[config.mk]
export PLATFORM = sky130hd
export DESIGN_NAME = cpu_fetch
export DESIGN_NICKNAME = d
export VERILOG_FILES = /design/src/rtl/cpu_fetch.sv
export SDC_FILE = /design/constraint.sdc
export NUM_CORES = 1
export LEC_CHECK = 0
export CAP_MARGIN = 20
export CELL_PAD_IN_SITES_DETAIL_PLACEMENT = 0
export CELL_PAD_IN_SITES_GLOBAL_PLACEMENT = 1
export CORE_UTILIZATION = 43
export CTS_CLUSTER_DIAMETER = 100
export CTS_CLUSTER_SIZE = 12
export DETAILED_ROUTE_END_ITERATION = 8
export PLACE_DENSITY_LB_ADDON = 0.1
export SLEW_MARGIN = 15
export SYNTH_ARGS = -nofsm -noshare
export SYNTH_HDL_FRONTEND = slang
export SYNTH_SLANG_ARGS = --single-unit
[constraint.sdc]
create_clock -name clk -period 1.7 [get_ports clk]
set_input_delay 0.34 -clock clk [delete_from_list [all_inputs] [get_ports clk]]
set_output_delay 0.34 -clock clk [all_outputs]
set_load 0.005 [all_outputs]
[src/rtl/cpu_fetch.sv]
// Instruction fetch stage: owns the PC, issues single-cycle-latency word reads,
// buffers returned words with their PCs in a small prefetch FIFO, and presents
// the FIFO head to decode over a valid/ready handshake. A branch redirect
// flushes every fetched word and restarts fetch at the target.
module cpu_fetch #(
  parameter int unsigned PC_W     = 8,
  parameter int unsigned INST_W   = 16,
  parameter int unsigned DEPTH    = 4,
  parameter int unsigned RESET_PC = 0
) (
  input  logic              clk,
  input  logic              rst_n,
  output logic              imem_en,
  output logic [PC_W-1:0]   imem_addr,
  input  logic [INST_W-1:0] imem_rdata,
  input  logic              br_valid,
  input  logic [PC_W-1:0]   br_target,
  output logic              inst_valid,
  output logic [INST_W-1:0] inst_data,
  output logic [PC_W-1:0]   inst_pc,
  input  logic              inst_ready
);

  localparam int unsigned PTR_W = (DEPTH > 1) ? $clog2(DEPTH) : 1;
  localparam int unsigned CNT_W = $clog2(DEPTH + 1);
  localparam int unsigned SUM_W = CNT_W + 1;

  // Fetch state
  logic [PC_W-1:0]   pc_q, pc_d;
  logic              inflight_q, inflight_d;
  logic              kill_q, kill_d;
  logic [PC_W-1:0]   tag_q, tag_d;

  // Prefetch FIFO state
  logic [PTR_W-1:0]  rd_ptr_q, rd_ptr_d;
  logic [PTR_W-1:0]  wr_ptr_q, wr_ptr_d;
  logic [CNT_W-1:0]  count_q, count_d;
  logic [INST_W-1:0] fifo_inst_q [DEPTH];
  logic [INST_W-1:0] fifo_inst_d [DEPTH];
  logic [PC_W-1:0]   fifo_pc_q   [DEPTH];
  logic [PC_W-1:0]   fifo_pc_d   [DEPTH];

  // Per-cycle control
  logic credit_ok;
  logic issue;
  logic push;
  logic pop;

  // Control decode: credit check counts the outstanding read as an occupied slot
  // so a returning word always has room. Issue is held off in reset so the
  // request line reads idle while rst_n is low.
  always_comb begin
    credit_ok = (SUM_W'(count_q) + SUM_W'(inflight_q)) < SUM_W'(DEPTH);
    issue     = rst_n && !br_valid && credit_ok;
    push      = inflight_q && !kill_q && !br_valid;
    pop       = (count_q != '0) && inst_ready;
  end

  // Fetch-side next state: PC advance, outstanding-read tracking, redirect
  always_comb begin
    pc_d       = pc_q;
    inflight_d = issue;
    kill_d     = 1'b0;
    tag_d      = tag_q;
    if (br_valid) begin
      pc_d   = br_target;
      // Any read still outstanding across a redirect edge belongs to the old
      // path; mark it so its data can never enter the FIFO.
      kill_d = inflight_q;
    end else if (issue) begin
      pc_d  = pc_q + PC_W'(1);
      tag_d = pc_q;
    end
  end

  // FIFO next state: flush on redirect, otherwise independent push and pop
  always_comb begin
    rd_ptr_d  = rd_ptr_q;
    wr_ptr_d  = wr_ptr_q;
    count_d   = count_q;
    fifo_inst_d = fifo_inst_q;
    fifo_pc_d   = fifo_pc_q;
    if (br_valid) begin
      rd_ptr_d = '0;
      wr_ptr_d = '0;
      count_d  = '0;
    end else begin
      if (push) begin
        fifo_inst_d[wr_ptr_q] = imem_rdata;
        fifo_pc_d[wr_ptr_q]   = tag_q;
        wr_ptr_d              = wr_ptr_q + PTR_W'(1);
      end
      if (pop) begin
        rd_ptr_d = rd_ptr_q + PTR_W'(1);
      end
      if (push && !pop) begin
        count_d = count_q + CNT_W'(1);
      end else if (pop && !push) begin
        count_d = count_q - CNT_W'(1);
      end
    end
  end

  // Fetch-side registers
  always_ff @(posedge clk or negedge rst_n) begin
    if (!rst_n) begin
      pc_q       <= PC_W'(RESET_PC);
      inflight_q <= 1'b0;
      kill_q     <= 1'b0;
      tag_q      <= '0;
    end else begin
      pc_q       <= pc_d;
      inflight_q <= inflight_d;
      kill_q     <= kill_d;
      tag_q      <= tag_d;
    end
  end

  // FIFO registers; storage is cleared so the head reads zero out of reset
  always_ff @(posedge clk or negedge rst_n) begin
    if (!rst_n) begin
      rd_ptr_q <= '0;
      wr_ptr_q <= '0;
      count_q  <= '0;
      for (int i = 0; i < int'(DEPTH); i++) begin
        fifo_inst_q[i] <= '0;
        fifo_pc_q[i]   <= '0;
      end
    end else begin
      rd_ptr_q <= rd_ptr_d;
      wr_ptr_q <= wr_ptr_d;
      count_q  <= count_d;
      for (int i = 0; i < int'(DEPTH); i++) begin
        fifo_inst_q[i] <= fifo_inst_d[i];
        fifo_pc_q[i]   <= fifo_pc_d[i];
      end
    end
  end

  // Output drive: memory request from PC, decode view is the FIFO head
  always_comb begin
    imem_en    = issue;
    imem_addr  = pc_q;
    inst_valid = (count_q != '0);
    inst_data  = fifo_inst_q[rd_ptr_q];
    inst_pc    = fifo_pc_q[rd_ptr_q];
  end

endmodule

==> flow_summary_export.csv, run 1 <==
group,metric,value,unit
yosys,synth_edf_count,0,
clock_network,cts_tree,"done",
route,dr.pass1.iters,4,
placement,dpl.cell_count,614,
clock_network,clock_path_buffers,2,
worst_setup_path,critPathCaptureType,"output port",
worst_setup_path,cp-start-kind,"flop",
worst_setup_path,r2r-end,"count_q[1]",
die,initial_core_util,44.0,%
outcome,failed_checks,"negative setup slack",
power_and_ir_drop,report.power.total,12.0,mW
cells_and_area,postLayoutCoreUtil,57.3,%
cells_and_area,n_antenna_cell,0,
worst_setup_path,cpMostUsedCell,"buf_12",
cells_and_area,fin_cells,664,
worst_setup_path,rrSetupSlack,-0.06,ns
timing,drv_slew,0,
cells_and_area,layout_commonest_cell,"dfrtp_1",
die,die_area,0.0140,mm²
yosys,yosysWarnings,0,
timing,min_period,2.11,ns
die,die_width,118,µm
global_routing,grt_pass1_wl,20700,µm
route,drtAntennaViolNets,0,
cells_and_area,fin_nets,510,
cells_and_area,fillers,1122,
timing,rsz0062_at_grt,"true",
power_and_ir_drop,power_density,1580,mW/mm²
power_and_ir_drop,swShare,27.0,%
yosys,synth.distinct_cells,45,
placement,gp_congestion,0.726,
clock_network,clk_latency,0.42,ns
yosys,ys_seq_area_share,52.0,%
die,die_y,118,µm
worst_setup_path,path_class,"flop to output port",
power_and_ir_drop,p_switching,3.23,mW
yosys,syn_inst,369,
yosys,synth_area,0.00582,mm²
power_and_ir_drop,p_comb_share,33.7,%
yosys,synthesis.nets,403,
cells_and_area,multiInputGateArea,0.00260,mm²
global_routing,grt_overflow,0,
outcome,outcome,"finished with violations",
die,num_rows,42,
worst_setup_path,crit_chain,"buf_12 > buf_12 > mux4_2 > buf_6",
global_routing,grt_usage,19.5,%
worst_setup_path,crit_path_top_delay_cell,"mux4_2",
route,drt_first_iter_violations,148,
clock_network,htreeDepth,4,
clock_network,cts_root_buf,"clkbuf_16",
clock_network,clock_sinks,121,
worst_setup_path,reg2reg_from,"count_q[1]",
route,wire_per_inst,18.5,µm
die,core,0.0132,mm²
worst_setup_path,worstPathRequired,1.36,ns
cells_and_area,layout_common_cells,"dfrtp_1, mux2_4, clkdlybuf4s50_1",
clock_network,hold_buffers,0,
timing,setup_slack,-0.415,ns
power_and_ir_drop,p_int,8.73,mW
timing,post-route-period-util,124,%
global_routing,grt_max_degree,122,
route,num_vias,3362,
die,num_io_pins,62,
cells_and_area,area_growth,30.4,%
worst_setup_path,cp.arrival,1.77,ns
timing,relSlewSlack,57.1,%
yosys,ys_seq_elements,121,
placement,hpwl,7630,µm
placement,portBuffers,61,
timing,setup_viol,27,
clock_network,cts_buffers,17,
timing,hold_violations,0,
cells_and_area,ff_latch_area,0.00304,mm²
hold_path,holdCritPathClass,"input port to async pin",
yosys,async_flop_share,100,%
run,cap_viol_max_count,0,
route,wl,12300,µm
worst_setup_path,crit_fanout,7,
worst_setup_path,ff2ff_path_depth,5,
timing,fin_setup_tns,-8.47,ns
power_and_ir_drop,pwr-share-seq,35.5,%
power_and_ir_drop,power.static_leakage,3.49,nW
timing,fmax,473,MHz
clock_network,clk_pin_slew,0.05,ns
timing,finalClockSkew,0.00596,ns
yosys,syn_avg_cell_area,15.8,µm²
route,drc,0,
cells_and_area,drive_above_1_share,51.2,%
placement,pre_cts_ws,-0.348,ns
power_and_ir_drop,ir_worst_vdd,0.846,mV
global_routing,antenna_found_initial,1,
timing,tightest_slew,0.643,ns
yosys,ys.flop_type,"dfrtp_1",
worst_setup_path,max_stage_delay,0.53,ns
global_routing,grt_pass1_vias,3721,
route,vias_per_cell,5.06,
power_and_ir_drop,p_clk_share,30.9,%
[what timing repair did]
item                       CTS  global route
pin swaps                    5             2
setup endpoints to repair   36            82
resized for setup          121             4
setup buffers               19             0
gates cloned                 2             0
[cell families (layout without fill, tap and decap cells)]
logic type | Yosys count | after routing | share of synthesized area, %
buffers and inverters | 30 | 149 | 4.38
xor gates and xnor gates | 4 | 4 | 0.731
AOI/OAI and AO/OA | 19 | 19 | 2.53
DFF | 121 | 121 | 52.0
and+or+nand+nor | 68 | 68 | 5.78
adders and majority gates | 6 | 6 | 1.42
muxes | 121 | 121 | 33.2
[Yosys cell counts, drive strengths merged, types with 2 or more instances]
library cell / instances / area [µm²]
nand2: 32 / 120
ha: 5 / 62.6
xnor2: 3 / 33.8
clkbuf: 2 / 7.51
mux4: 24 / 541
mux2: 96 / 1380
nor3: 6 / 30.0
a22oi: 2 / 15.0
a21o: 2 / 15.0
dfrtp: 121 / 3030
inv: 7 / 26.3
a31oi: 2 / 12.5
nand3: 4 / 25.0
a21oi: 2 / 10.0
a221o: 4 / 40.0
nor2: 11 / 48.8
and3: 2 / 12.5
and2: 6 / 47.5
o21ai: 2 / 10.0
buf: 21 / 221
[metrics by stage]
step	area (µm²)	hold slack [ns]
2_1_floorplan	5830	0.0444
3_3_place_gp	6860	0.487
3_5_place_dp	6860	0.491
4_1_cts	7620	0.106
5_1_grt	7590	0.131
6_report	7590	0.0567
[metal layers]
| layer | up-vias | global-route usage (%) | part of all wire [%] |
|---|---|---|---|
| li1 | 1555 | - | - |
| met1 | 1744 | 27.5 | 49 |
| met2 | 48 | 28.7 | 46 |
| met3 | 13 | 5.84 | 3.9 |
| met4 | 2 | 6.88 | 1.2 |
| met5 | - | 0 | 0.11 |
[worst max path at each step]
stage | slack [ns] | to | startpoint
global placement | -0.32 | fifo_pc_q[17] | br_valid
floorplan | 0.02 | count_q[2] | br_valid
finish | -0.41 | inst_data[13] | rd_ptr_q[0]
CTS | -0.45 | inst_data[15] | rd_ptr_q[0]
detailed placement | -0.35 | fifo_pc_q[19] | br_valid
global route | -0.47 | inst_data[13] | rd_ptr_q[0]
[power by group through the flow]
| stage | Clock, mW | Combinational, mW | Sequential [mW] |
|---|---|---|---|
| 3_5_place_dp | 0 | 3.95 | 4.31 |
| 6_report | 3.69 | 4.03 | 4.24 |
| 3_3_place_gp | 0 | 3.91 | 4.31 |
| 5_1_grt | 3.90 | 4.33 | 4.34 |
| 2_1_floorplan | 0 | 2.37 | 4.07 |
| 4_1_cts | 3.77 | 4.15 | 4.24 |
[critical path, delay by kind of cell (launching register included)]
kind,cells,cell delay (ns)
muxes,1,0.53
buffers and inverters,3,0.41
DFF,1,0.42
[area by class of cell]
cell class / count / share of cell area [%]
flip-flops and latches: 121 / 40.0
multi-input cells: 218 / 34.3
repair buffers: 111 / 14.5
clock buffers: 23 / 6.43
well taps: 176 / 2.90
clock inverters: 8 / 1.55
inverters: 7 / 0.346
[registers in the layout, summed over array words and instances, names as in the netlist]
signal and flops:
fifo_pc_q 32, rd_ptr_q 2, inflight_q 1, fifo_inst_q 64, imem_addr 8, wr_ptr_q 2, count_q 3, tag_q 8
kill_q 1
Power figures use the tool's default switching activity.
==> run 2: changes to the inputs <==
--- a/config.mk
+++ b/config.mk
@@ -12,6 +12,7 @@
 export CTS_CLUSTER_DIAMETER = 100
 export CTS_CLUSTER_SIZE = 12
 export DETAILED_ROUTE_END_ITERATION = 8
+export HOLD_SLACK_MARGIN = 0.05
 export PLACE_DENSITY_LB_ADDON = 0.1
 export SLEW_MARGIN = 15
 export SYNTH_ARGS = -nofsm -noshare
==> results of run 2 <==
Same layout as run 1: the final DEF is identical, and so are final timing and power.
==> RTL edit 1, RTL diff (config.mk and constraints of run 1) <==
Set the parameter `INST_W` to 24 (it was 16).
--- a/src/rtl/cpu_fetch.sv
+++ b/src/rtl/cpu_fetch.sv
@@ -4,7 +4,7 @@
 // flushes every fetched word and restarts fetch at the target.
 module cpu_fetch #(
   parameter int unsigned PC_W     = 8,
-  parameter int unsigned INST_W   = 16,
+  parameter int unsigned INST_W   = 24,
   parameter int unsigned DEPTH    = 4,
   parameter int unsigned RESET_PC = 0
 ) (
Interface: changed (resized imem_rdata and inst_data); port bits go from 62 to 78. No check against the original RTL was run, so the function may have changed too.
==> RTL edit 1 against run 1 <==
The flow still finishes with violations (setup timing). Sequential cell count up 32. Critical path depth unchanged. Register-to-register slack worse by 0.05 ns. Setup slack lost 0.047 ns. Total power rose by 27%. Design area increased by 27%. Combinational power rose by 46%. Area after synthesis is 29% higher. Sequential power grew 28%. Count of clock-buffer cells in the layout decreased by 5. Sequential share of layout area is 0.18 points lower. Final cell count increased by 24%. Wire length increased by 31%. Critical path type unchanged. Largest cell class unchanged.
==> RTL edit 1: results (changes against run 1) <==
STA
  – Fin Setup TNS: -14.04 ns (was -8.47 ns)
  – Max transition margin: 0.419 (was 0.571)
  – Final setup margin: -0.461 ns (was -0.415 ns)
  – Final setup fails: 35 (was 27)
  – Max Clock Skew: 0.00566 ns (was 0.00596 ns)

Status
  – Failing checks: setup timing (unchanged)
  – Status: finished, violations left (unchanged)

Detailed routing
  – Routed WL per cell: 19.5 um (was 18.5 um)
  – Vias: 4202 (was 3362)
  – Initial detailed-routing violation count: 171 (was 148)
  – Via/cell ratio: 5.11 (was 5.06)

Power
  – Max IR drop VDD: 0.000783 V (was 0.000846 V)
  – Sw frac: 0.275 (was 0.270)
  – Leak: 4.41 nW (was 3.49 nW)
  – Clock Power Share: 0.258 (was 0.309)
  – Seq group: 5.41 mW (was 4.24 mW)
  – PD cells: 1580 nW/um^2 (about the same)

Placement
  – GPL Wtd Cong: 0.781 (was 0.726)
  – Dpl cells: 750 (was 614)
  – Post-DP HPWL: 9530 um (was 7630 um)
  – Dpl cell area: 8630 um^2 (was 6860 um^2)
  – # port buffers: 77 (was 61)

Global routing
  – Initial antenna violation count: 0 (was 1)
  – Largest net degree at the start of global routing: 153 (was 122)
  – Vias in the first global route: 4561 (was 3721)
  – GRT Resource Usage Total: 0.194 (was 0.195)
  – Global-route wire length before repair: 26100 um (was 20700 um)

Setup path
  – CP Max Fanout: 6 (was 7)

Cells and area
  – Nets: 632 (was 510)
  – Biggest register: fifo_inst_q (unchanged)
  – Share of cells above drive strength 1: 0.543 (was 0.512)
  – Top flop regs: fifo_inst_q x96, fifo_pc_q x32 (was fifo_inst_q x64, fifo_pc_q x32)

Logic synthesis
  – Compound-Gate Fraction of Synth Area: 0.0230 (was 0.0253)
  – Xor/xnor cell area share of the yosys netlist: 0.00567 (was 0.00730)
  – Distinct cells, synth: 46 (was 45)
  – Mux cell area share after synthesis: 0.348 (was 0.332)
  – Sequential area share after synthesis: 0.510 (was 0.520)
  – Net count after synthesis: 490 (was 403)
  – Post-synthesis adder-cell area fraction: 0.0110 (was 0.0142)
  – Top cells by count, synth: dfrtp_1 (153), mux2_4 (120), nand2_1 (34) (was dfrtp_1 (121), mux2_4 (80), nand2_1 (32))
-- RTL edit 1: cell types whose count changed after synthesis, moves of 2 or more --
cell	run 1	this run
dfrtp_1	121	153
mux2_4	80	120
buf_8	8	0
mux2_2	16	8
nand2_1	32	34
mux4_2	24	32
buf_4	2	4
buf_6	5	0
buf_12	0	16
-- RTL edit 1: final cells by class --
cell class / count / area, um^2
Clock buffer: 18 / 429
Multi-Input combinational cell: 260 / 3320
Clock inverter: 13 / 180
Fill cell: 1357 / 7170
Inverter: 7 / 26.3
Tap cell: 220 / 275
Sequential cell: 153 / 3840
Timing Repair Buffer: 151 / 1580
-- RTL edit 1: what timing repair did --
| action | CTS | global route |
|---|---|---|
| endpoints found under the hold margin | 1 | 0 |
| hold buffers | 1 | 0 |
| gates resized for setup | 172 | 17 |
| pin swaps | 8 | 8 |
| cloned | 2 | 0 |
| setup buffers | 38 | 4 |
| endpoints found under the setup margin | 42 | 52 |
-- RTL edit 1: worst register-to-register path: stages (launching register included) --
cell      delay [ns]
dfrtp_1         0.39
buf_6           0.12
buf_6           0.11
o31a_4          0.36
nor3_4          0.12
fa_2            0.46
a211oi_2        0.17
-- RTL edit 1: path summary, 6_finish.rpt --
kind / endpoint / depth (start not counted) / startpoint / slack (ns)
hold reg to reg: fifo_pc_q[7] / 1 / fifo_pc_q[7] / 0.50
min in group clk: inflight_q / 4 / rst_n / 0.41
setup / recovery: inst_data[23] / 4 / rd_ptr_q[0] / -0.46
setup reg to reg: count_q[1] / 6 / count_q[1] / -0.11
hold / removal: fifo_inst_q[83] / 2 / rst_n / 0.05
max in group asynchronous: imem_addr[2] / 2 / rst_n / 0.89
-- RTL edit 1: layer usage --
metal  wire (um)  global-route usage
met3         526              0.0465
met1        8020               0.280
met5           0                   0
met4         236              0.0662
met2        7280               0.286
==> RTL edit 2, RTL diff (flow settings as in run 1) <==
Without the edit above. Register the input `br_target` before use, with the module's reset. The logic sees it one clock later. The other inputs are not delayed to match.
--- a/src/rtl/cpu_fetch.sv
+++ b/src/rtl/cpu_fetch.sv
@@ -24,6 +24,16 @@
   localparam int unsigned PTR_W = (DEPTH > 1) ? $clog2(DEPTH) : 1;
   localparam int unsigned CNT_W = $clog2(DEPTH + 1);
   localparam int unsigned SUM_W = CNT_W + 1;
+
+  logic [PC_W-1:0] br_target_q;
+
+  always_ff @(posedge clk or negedge rst_n) begin
+    if (!rst_n) begin
+      br_target_q <= '0;
+    end else begin
+      br_target_q <= br_target;
+    end
+  end
 
   // Fetch state
   logic [PC_W-1:0]   pc_q, pc_d;
@@ -63,7 +73,7 @@
     kill_d     = 1'b0;
     tag_d      = tag_q;
     if (br_valid) begin
-      pc_d   = br_target;
+      pc_d   = br_target_q;
       // Any read still outstanding across a redirect edge belongs to the old
       // path; mark it so its data can never enter the FIFO.
       kill_d = inflight_q;
Behaviour: not the same (a bounded check fails within 4 cycles, from zero or initial values and one cycle with rst_n low).
==> RTL edit 2 against run 1 <==
The run still ends with setup timing left. Wire length rose by 1.1%. Utilization rose by 1.7 points. Design area rose by 4.5%. Setup slack got worse by 0.033 ns. Area after synthesis rose by 3.4%. Global-route usage fell by 0.67 points. First-iteration DRC count rose by 24%. Sequential cell count rose by 8. Via count rose by 5.1%. Total power rose by 6.1%. Final cell count rose by 3.8%.
==> RTL edit 2: results (changes against run 1) <==
Global routing
  – GR Util met3: 0.0377 (was 0.0584)
  – Met1 Usage GRT: 0.262 (was 0.275)
  – Initial antenna violation count: 0 (was 1)
  – GRT Resource Usage Total: 0.189 (was 0.195)
  – Vias in the first global route: 3814 (was 3721)
  – Global-route wire length before repair: 20500 um (was 20700 um)

Logic synthesis
  – Sequential area share after synthesis: 0.536 (was 0.520)
  – Largest cells by area after synthesis: dfrtp_1 (54%), mux2_4 (20%), mux4_2 (9.0%) (was dfrtp_1 (52%), mux2_4 (21%), mux4_2 (9.3%))
  – Mux cell area share after synthesis: 0.321 (was 0.332)
  – Net count after synthesis: 411 (was 403)
  – Xor/xnor cell area share of the yosys netlist: 0.00706 (was 0.00730)

Placement
  – GPL Wtd Cong: 0.734 (was 0.726)
  – Post-DP HPWL: 7700 um (was 7630 um)
  – Dpl cell area: 7000 um^2 (was 6860 um^2)
  – Dpl cells: 627 (was 614)

Setup path
  – Reg2reg start: count_q[0] (was count_q[1])

Cells and area
  – Clk tree area frac: 0.0803 (was 0.0798)
  – # fillers: 1057 (was 1122)
  – Share of cells above drive strength 1: 0.522 (was 0.512)
  – Clock Buffer Count: 28 (was 23)
  – Register area: 3240 um^2 (was 3040 um^2)
  – Multi-input logic portion of the cell area: 0.330 (was 0.343)

Power
  – Leak: 3.69 nW (was 3.49 nW)

STA
  – Final setup margin: -0.448 ns (was -0.415 ns)
  – Final setup fails: 27 (unchanged)
  – Fin Setup TNS: -9.80 ns (was -8.47 ns)
  – Worst slew pin tran: 0.661 ns (was 0.643 ns)

Status
  – Status: finished, violations left (unchanged)
  – Failing checks: setup timing (unchanged)

Detailed routing
  – Via/cell ratio: 5.13 (was 5.06)
  – Initial detailed-routing violation count: 183 (was 148)
RTL edit 2: cell types whose count changed in the layout (fill, tap and decap cells not counted), moves of 2 or more:
| cell | before | now |
|---|---|---|
| buf_12 | 16 | 9 |
| buf_2 | 24 | 22 |
| buf_4 | 29 | 40 |
| buf_6 | 7 | 22 |
| clkbuf_8 | 4 | 8 |
| clkinv_2 | 4 | 0 |
| dfrtp_1 | 115 | 122 |
| nand3_2 | 2 | 0 |
| nand3_4 | 0 | 2 |
RTL edit 2: worst paths after layout:
| check | endpoint | slack [ns] | cells after the start |
|---|---|---|---|
| worst max-delay path | inst_pc[4] | -0.45 | 4 |
| worst min-delay path | br_target_q[2] | 0.36 | 1 |
| worst max register to register | count_q[1] | -0.12 | 6 |
| worst min register to register | imem_addr[2] | 0.45 | 2 |
| max in group asynchronous | imem_addr[1] | 0.52 | 3 |
| min in group asynchronous | br_target_q[2] | 0.47 | 3 |
RTL edit 2: timing repair:
action | CTS | global route
resized for setup | 132 | 17
buffers inserted | 29 | 2
setup endpoints to repair | 36 | 30
hold buffers | 1 | 0
endpoints found under the hold margin | 4 | 0
gates cloned | 1 | 0
pin swaps | 5 | 3
RTL edit 2: where the power goes:
group	switching [mW]	internal [mW]	leakage, nW
registers	0.581	3.88	1.68
logic	1.49	2.84	1.70
clock network	1.28	2.61	0.313
total	3.35	9.33	3.69
RTL edit 2: routing by layer:
metal / routed length (um) / vias to the layer above
met5: 0 / -
met4: 256 / 0
met3: 391 / 17
met2: 5920 / 60
met1: 5830 / 1838
li1: - / 1620
RTL edit 2: through the flow:
stage / utilization / hold WS (ns)
2_1_floorplan: - / 0.0444
3_3_place_gp: 0.520 / 0.353
5_1_grt: 0.590 / 0.347
3_5_place_dp: 0.520 / 0.351
6_report: 0.590 / 0.356
4_1_cts: 0.584 / 0.342
